--- config.mk ---
export PLATFORM = sky130hd
export DESIGN_NAME = button_counter
export DESIGN_NICKNAME = d
export VERILOG_FILES = /design/src/rtl/button_counter.sv
export SDC_FILE = /design/constraint.sdc
export NUM_CORES = 1
export LEC_CHECK = 0
export CAP_MARGIN = 20
export CORE_MARGIN = 8
export CORE_UTILIZATION = 40
export DETAILED_ROUTE_END_ITERATION = 10
export DONT_BUFFER_PORTS = 1
export SETUP_SLACK_MARGIN = 0.02
export SLEW_MARGIN = 10
export SYNTH_ARGS = -nofsm -noshare
export SYNTH_HDL_FRONTEND = slang
export SYNTH_SLANG_ARGS = --single-unit
--- constraint.sdc ---
create_clock -name clk -period 1.8 [get_ports clk]
set_input_delay 0.09 -clock clk [delete_from_list [all_inputs] [get_ports clk]]
set_output_delay 0.09 -clock clk [all_outputs]
set_load 0.02 [all_outputs]
--- src/rtl/button_counter.sv ---
// rtl/button_counter.sv - debounced push-button up/down event counter
//
// Purpose: samples a bouncing active-low push button and an up/down switch,
// debounces the button with a clock-based timer and steps a binary count once
// per clean press. The count drives active-low LEDs.
//
// Ports:
//   clk    in   system clock, single domain
//   rst    in   synchronous active-high reset
//   btn_n  in   raw push button, active-low, asynchronous
//   up     in   raw direction switch, asynchronous (1 = up, 0 = down)
//   q      out  WIDTH-bit count for LEDs, active-low (~count)
//   press  out  one-cycle pulse on each accepted press, aligned with q update
//   held   out  high while the debounced button is considered pressed
`timescale 1ns/1ps

module button_counter #(
  parameter int CLK_FREQ    = 12000000,
  parameter int DEBOUNCE_MS = 10,
  parameter int WIDTH       = 4
) (
  input  logic             clk,
  input  logic             rst,
  input  logic             btn_n,
  input  logic             up,
  output logic [WIDTH-1:0] q,
  output logic             press,
  output logic             held
);

  // Debounce interval in clock cycles; must be at least 2.
  localparam int N  = CLK_FREQ / 1000 * DEBOUNCE_MS;
  localparam int CW = (N > 1) ? $clog2(N) : 1;
  localparam logic [CW-1:0] CNT_LAST = CW'(N - 1);

  typedef enum logic [1:0] {
    RELEASED,
    PRESS_WAIT,
    PRESSED,
    RELEASE_WAIT
  } state_t;

  state_t           state;
  logic             btn_m;
  logic             btn_s;
  logic             up_m;
  logic             up_s;
  logic [CW-1:0]    cnt;
  logic [WIDTH-1:0] count;

  always_ff @(posedge clk) begin
    if (rst) begin
      btn_m <= 1'b0;
      btn_s <= 1'b0;
      up_m  <= 1'b0;
      up_s  <= 1'b0;
      state <= RELEASED;
      cnt   <= '0;
      count <= '0;
      press <= 1'b0;
      held  <= 1'b0;
    end else begin
      // Two-flop synchronizers; the button is inverted so 1 means pressed.
      btn_m <= ~btn_n;
      btn_s <= btn_m;
      up_m  <= up;
      up_s  <= up_m;

      press <= 1'b0;

      case (state)
        RELEASED: begin
          if (btn_s) begin
            state <= PRESS_WAIT;
            cnt   <= '0;
          end
        end

        PRESS_WAIT: begin
          if (!btn_s) begin
            // Contact bounce before the interval elapsed: no press.
            state <= RELEASED;
            cnt   <= '0;
          end else if (cnt == CNT_LAST) begin
            state <= PRESSED;
            cnt   <= '0;
            press <= 1'b1;
            held  <= 1'b1;
            // Direction is only looked at here, once per press.
            count <= up_s ? count + WIDTH'(1) : count - WIDTH'(1);
          end else begin
            cnt <= cnt + CW'(1);
          end
        end

        PRESSED: begin
          if (!btn_s) begin
            state <= RELEASE_WAIT;
            cnt   <= '0;
          end
        end

        RELEASE_WAIT: begin
          if (btn_s) begin
            // Release bounce: still the same press, no new pulse.
            state <= PRESSED;
            cnt   <= '0;
          end else if (cnt == CNT_LAST) begin
            state <= RELEASED;
            cnt   <= '0;
            held  <= 1'b0;
          end else begin
            cnt <= cnt + CW'(1);
          end
        end

        default: begin
          state <= RELEASED;
          cnt   <= '0;
          held  <= 1'b0;
        end
      endcase
    end
  end

  assign q = ~count;

endmodule
==> results of run 1 <==
final timing paths:
check,endpoint,slack [ns],cells after the start
worst max register to register,count[3],-0.05,6
worst max-delay path,count[3],-0.05,6
worst min register to register,up_s,0.45,1
worst min-delay path,cnt[12],0.15,4
cell usage in the layout, fill, tap and decap left out, drive strengths merged, types with 2 or more instances in the layout:
| cell | instances |
|---|---|
| a31oi | 6 |
| a22o | 4 |
| o31ai | 2 |
| nand3 | 7 |
| nor4 | 2 |
| nand2 | 17 |
| dlygate4sd3 | 4 |
| or3 | 4 |
| xor2 | 3 |
| dfxtp | 29 |
| a21oi | 7 |
| nor3 | 7 |
| ha | 3 |
| clkbuf | 7 |
| mux2i | 3 |
| buf | 30 |
| nor2 | 16 |
| and3 | 3 |
| a21o | 2 |
| nand4 | 5 |
| xnor2 | 3 |
| inv | 7 |
| nor2b | 3 |
| o21ai | 12 |
what timing repair did:
item / in CTS / in global routing
setup buffers: 2 / 2
resized for setup: 3 / 12
pin swaps: 0 / 3
setup endpoints to repair: 17 / 22
hold buffers: 4 / 0
hold endpoints to repair: 15 / 0
cells in the mapped netlist, types with 2 or more instances:
library cell / number
a21o_1: 2
o21ai_0: 11
ha_1: 3
buf_2: 2
and3_1: 3
nor3_1: 7
nor2b_1: 3
xor2_1: 3
a22o_1: 4
xnor2_1: 3
o31ai_1: 2
clkbuf_1: 4
nand4_1: 4
dfxtp_1: 29
nor2_1: 15
nand3_1: 7
or3_1: 4
mux2i_1: 3
nand2_1: 17
a31oi_1: 6
a21oi_1: 7
inv_1: 7
through the flow:
stage / area, sq um / power, uW / utilization (%)
final: 1790 / 1120 / 53.5
after global routing: 1790 / 1170 / 53.5
after CTS: 1740 / 1140 / 52.2
after detailed placement: 1620 / 723 / 48.6
after global placement: 1620 / 721 / 48.6
after floorplan: 1400 / 711 / -
layout make-up:
cell class | instances | share of cell area, %
multi-input cells | 120 | 44.1
flip-flops and latches | 29 | 32.8
repair buffers | 34 | 15.3
well taps | 46 | 3.22
clock buffers | 7 | 3.08
inverters | 7 | 1.47
flip-flops by register name, summed over array words and instances, names as in the netlist, named ones only:
name and cells:
cnt 17, btn_m 1, state 1, btn_s 1, up_m 1, held 1, press 1, up_s 1
count 4
cells by family (layout without fill, tap and decap cells):
logic type | after synthesis | in the layout
simple gates | 69 | 69
fa+ha+maj | 4 | 4
xor+xnor | 6 | 6
compound gates | 38 | 38
flops | 29 | 29
buf+inv | 14 | 48
mux | 3 | 3
routing by layer:
metal  up-vias  global-route usage (%)  share of wire (%)
li1        657                       -                  -
met1       580                    15.6                 49
met2        25                    17.7                 45
met3         5                    4.93                4.6
met4         0                    5.22                1.5
met5         -                       0                  0
critical path, cell delays in order (launching register included):
cell	delay, ns
dfxtp_2	0.33
or4b_4	0.54
nor4_4	0.14
buf_4	0.18
nand4_4	0.13
or3_1	0.33
a21oi_1	0.14
power by group:
group / total (uW) / switching (uW) / internal (uW)
registers: 660 / 10.2 / 649
logic: 60.0 / 33.8 / 26.2
clock network: 398 / 214 / 184
==> results.sh, run 1 <==
export IMPL_first_global_vias=1128
export IMPL_rsz0062_at_grt="yes"
export IMPL_wl_um=3230
export IMPL_synth_ff_type="dfxtp_1"
export IMPL_coreArea_sq_um=3340
export IMPL_yosysWarnings=0
export IMPL_reg2reg_from="cnt[13]"
export IMPL_place_port_buffers=0
export IMPL_drc=0
export IMPL_hp_class="primary input to register"
export IMPL_status="complete, but fails checks"
export IMPL_tightest_slew_ns=0.477
export IMPL_grt_total_usage_pct=12.3
export IMPL_netlist_instances=163
export IMPL_power_leakage_uw=0.000707
export IMPL_multi_input_area_sq_um=788
export IMPL_wl_per_cell_um=13.3
export IMPL_grt_pass1_wl_um=5230
export IMPL_final_seq_area_sq_um=586
export IMPL_syn2layout_area_growth_pct=27.9
export IMPL_ys_top_cells_by_area="dfxtp_1 (42%), nand2_1 (4.6%), nor2_1 (4.0%)"
export IMPL_dieArea_sq_um=5640
export IMPL_cp_data_arrival_time_ns=2.10
export IMPL_cts_tree="done"
export IMPL_grt_overflow=0
export IMPL_cts_buffers=5
export IMPL_ys_seq_area_share_pct=41.6
export IMPL_synth_seq_cells=29
export IMPL_post_place_ws_ns=-0.0485
export IMPL_vias=1267
export IMPL_clkTransAtPathRegs_ns=0.08
export IMPL_violations="negative setup slack"
export IMPL_synth_edf_count=0
export IMPL_synth_top_area_share_pct=41.6
export IMPL_setup_ws_ns=-0.0459
export IMPL_clockBufferDepth=2
export IMPL_drt_iter0_markers=53
export IMPL_placed_cells=228
export IMPL_synth_simple_area_share_pct=27.2
export IMPL_cellPowerDensity_nw_per_um2=626
export IMPL_n_antenna_cell=0
export IMPL_crit_fanout=4
export IMPL_vias_per_cell=5.21
export IMPL_yosysTopAreaCell="dfxtp_1"
export IMPL_fin_nets=205
export IMPL_cp_start_kind="register"
export IMPL_cp_required_ns=2.06
export IMPL_cts_sinks=29
export IMPL_dp_hpwl_um=2250
export IMPL_antenna_found_initial=0
export IMPL_start_util_pct=41.8
export IMPL_yosysUniqueCellTypes=39
export IMPL_ant_nets=0
export IMPL_htree_num_levels=2
export IMPL_place_congestion=0.820
export IMPL_synth_top_family_by_area="simple AND/OR/NAND/NOR gates"
export IMPL_slew_violations=0
export IMPL_row_count=21
export IMPL_first_pass_iters=4
export IMPL_synth_xor_area_share_pct=3.76
export IMPL_grt_max_degree=14
export IMPL_cts_root_buf="clkbuf_4"
export IMPL_fin_skew_ns=0.00310
export IMPL_io_pins=10
export IMPL_crit_path_start="cnt[13]"
export IMPL_drv_cap=0
export IMPL_post_route_min_period_ns=1.85
export IMPL_drive_gt1_share_pct=24.9
export IMPL_die_width_um=75.1
export IMPL_syn_cell_area_sq_um=1400
export IMPL_synth_area_mux_share_pct=2.15
export IMPL_fmax_mhz=542
export IMPL_slew_headroom_pct=68.1
export IMPL_timing_worst_setup_path_type="register to register"
export IMPL_clock_latency_ns=0.32
export IMPL_cp_end_kind="register"
export IMPL_synth_compound_area_share_pct=17.2
export IMPL_hold_viol_final=0
export IMPL_hold_ws_ns=0.154
export IMPL_final_setup_tns_ns=-0.0459
export IMPL_avgSynthCellArea_sq_um=8.57
export IMPL_min_from="rst"
export IMPL_setup_viol=1
export IMPL_period_share_pct=103
export IMPL_fill_cells=321
export IMPL_synth_async_reset_ratio_pct=0
export IMPL_synth_adder_area_share_pct=4.12
export IMPL_die_height_um=75.1
export IMPL_peakVddDrop_mv=0.411
export IMPL_syn_nets=171
export IMPL_finalNonFillerCells=243
(Power assumes the default switching activity.)
==> inputs of run 2 (changes only) <==
CORE_MARGIN = 5   (was 8)
==> run 2 against run 1 <==
The flow still finishes with violations (negative setup slack). Non-clock buffer count rose by 2. Clock skew rose by 0.012 ns. Final cell count rose by 1.6%. Sequential share of layout area fell by 3.1 points. Largest power group is now clock. Critical path depth rose by 2. Hold slack got worse by 0.034 ns. Core utilization rose by 5.1 points. Setup slack got worse by 0.072 ns.
==> results.sh, run 2 (synthesis gave the netlist of run 1 again) <==
export IMPL_worstHoldEndpoint="cnt[8]"
export IMPL_largest_registers="cnt x17, count x4"
export IMPL_cts_buffers=5
export IMPL_fin_skew_ns=0.0148
export IMPL_finalNonFillerCells=247
export IMPL_grt_overflow=0
export IMPL_cts_root_buf="clkbuf_4"
export IMPL_sw_frac_of_total_pct=21.6
export IMPL_wl_per_cell_um=14.5
export IMPL_hold_viol_final=0
export IMPL_htree_num_levels=2
export IMPL_rsz0062_at_grt="yes"
export IMPL_cp_start_kind="register"
export IMPL_clock_latency_ns=0.35
export IMPL_n_antenna_cell=0
export IMPL_cpMostUsedCell="buf_4"
export IMPL_place_port_buffers=0
export IMPL_hp_class="primary input to register"
export IMPL_final_area_sq_um=1970
export IMPL_drt_iter0_markers=77
export IMPL_timing_worst_setup_path_type="register to register"
export IMPL_clockBufferDepth=2
export IMPL_status="complete, but fails checks"
export IMPL_largest_reg_flops=17
export IMPL_setup_ws_ns=-0.117
export IMPL_setup_viol=13
export IMPL_period_share_pct=107
export IMPL_grt_max_degree=16
export IMPL_cts_tree="done"
export IMPL_io_pins=10
export IMPL_tightest_slew_ns=0.595
export IMPL_wl_um=3580
export IMPL_ant_nets=0
export IMPL_fin_util_pct=58.6
export IMPL_post_route_min_period_ns=1.92
export IMPL_first_pass_iters=4
export IMPL_first_global_vias=1239
export IMPL_power_leakage_uw=0.000776
export IMPL_reg2reg_from="cnt[13]"
export IMPL_violations="negative setup slack"
export IMPL_syn2layout_area_growth_pct=41.0
export IMPL_grt_pass1_wl_um=5590
export IMPL_drv_cap=0
export IMPL_antenna_found_initial=0
export IMPL_cp_num_buf_inv=3
export IMPL_slew_violations=0
export IMPL_slowest_stage="or4b_4"
export IMPL_cp_data_arrival_time_ns=2.14
export IMPL_vias_per_cell=5.39
export IMPL_cp_end_kind="register"
export IMPL_cp_required_ns=2.02
export IMPL_clkTransAtPathRegs_ns=0.11
export IMPL_fmax_mhz=522
export IMPL_dpl_cell_area_sq_um=1600
export IMPL_r2r_slack_ns=-0.12
export IMPL_whs_path_depth=2
export IMPL_r2r_cells=8
export IMPL_hold_ws_ns=0.120
export IMPL_crit_fanout=5
export IMPL_fin_nets=208
export IMPL_p_switching_uw=305
export IMPL_slowest_delay_ns=0.54
export IMPL_dp_hpwl_um=2310
export IMPL_crit_family="simple AND/OR/NAND/NOR gates"
export IMPL_p_seq_share_pct=46.5
export IMPL_p_int_uw=1110
export IMPL_r2r_end="cnt[16]"
export IMPL_largest_register="cnt"
export IMPL_grt_total_usage_pct=14.5
export IMPL_clockPowerShare_pct=48.5
export IMPL_die_width_um=69.1
export IMPL_worstPathCellList="or4b_4, nor4_4, buf_4, buf_12, nor2_4, buf_4, o221ai_2, o31ai_1"
export IMPL_row_count=21
export IMPL_cts_sinks=29
export IMPL_coreArea_sq_um=3360
export IMPL_cellPowerDensity_nw_per_um2=718
export IMPL_slew_headroom_pct=60.2
export IMPL_vias=1331
export IMPL_place_congestion=0.840
export IMPL_die_height_um=69.1
export IMPL_placed_cells=225
export IMPL_drive_gt1_share_pct=33.8
export IMPL_combPwrFrac_pct=5.0
export IMPL_start_util_pct=41.5
export IMPL_drc=0
export IMPL_dieArea_sq_um=4770
export IMPL_peakVddDrop_mv=0.495
export IMPL_min_from="rst"
export IMPL_crit_path_start="cnt[13]"
export IMPL_mostFrequentLayoutCells="dfxtp_1 (26), buf_4 (26), nand2_1 (14)"
==> run 2: changes by cell type in the layout (fill, tap and decap cells not counted), sizes merged <==
cell | previous run | this run
bufinv | 0 | 2
clkbuf | 7 | 5
dlygate4sd3 | 4 | 3
clkinv | 0 | 1
buf | 30 | 33
nor2 | 16 | 17
==> run 2: worst reg2reg max path: stages (launching register included) <==
cell	delay, ns
dfxtp_2	0.34
or4b_4	0.54
nor4_4	0.17
buf_4	0.19
buf_12	0.11
nor2_4	0.05
buf_4	0.14
o221ai_2	0.16
o31ai_1	0.11
==> run 2: routing by layer <==
layer | wire length, um | vias up | track usage (%)
li1 | - | 664 | -
met1 | 1590 | 636 | 18.2
met3 | 178 | 8 | 5.52
met4 | 58 | 0 | 7.38
met5 | 0 | - | 0
met2 | 1760 | 23 | 21.6
==> run 2: power groups by stage <==
stage / sequential (uW) / combinational [uW] / clock (uW)
after floorplan: 671 / 39.9 / 0
after global placement: 672 / 51.2 / 0
after detailed placement: 672 / 52.7 / 0
after CTS: 657 / 63.0 / 700
after global routing: 658 / 78.0 / 724
final: 657 / 70.3 / 686
==> run 2: how the worst max path moves through the flow <==
stage                           to  slack [ns]  cells past startpoint
after floorplan           count[3]       -0.02                      6
after global placement     cnt[15]       0.001                      5
after detailed placement   cnt[15]       -0.05                      5
after CTS                   cnt[8]       -0.04                      8
after global routing       cnt[16]       -0.22                      8
final                      cnt[16]       -0.12                      8
==> run 2: metrics by stage <==
stage | setup WS [ns] | total power (uW) | TNS [ns]
6_report | -0.117 | 1410 | -0.488
5_1_grt | -0.222 | 1460 | -2.60
4_1_cts | -0.0375 | 1420 | -0.107
3_5_place_dp | -0.0520 | 725 | -0.298
3_3_place_gp | 0.00110 | 723 | 0
2_1_floorplan | -0.0240 | 711 | -0.0240
==> run 2: final cells by class <==
class | instances | area [sq um]
clock buffer | 5 | 37.5
sequential | 29 | 584
timing repair buffer | 36 | 325
multi-input combinational | 121 | 873
inverter | 7 | 26.3
fill | 315 | 1390
tap | 46 | 57.6
clock inverter | 3 | 65.1
==> run 2: repair_timing <==
action                     4_1_cts  5_1_grt
setup buffers                    4        8
hold buffers                     3        0
pin swaps                        0       20
hold endpoints to repair        15        0
gates resized for setup          4       33
gates cloned                     0        1
setup endpoints to repair       15       22
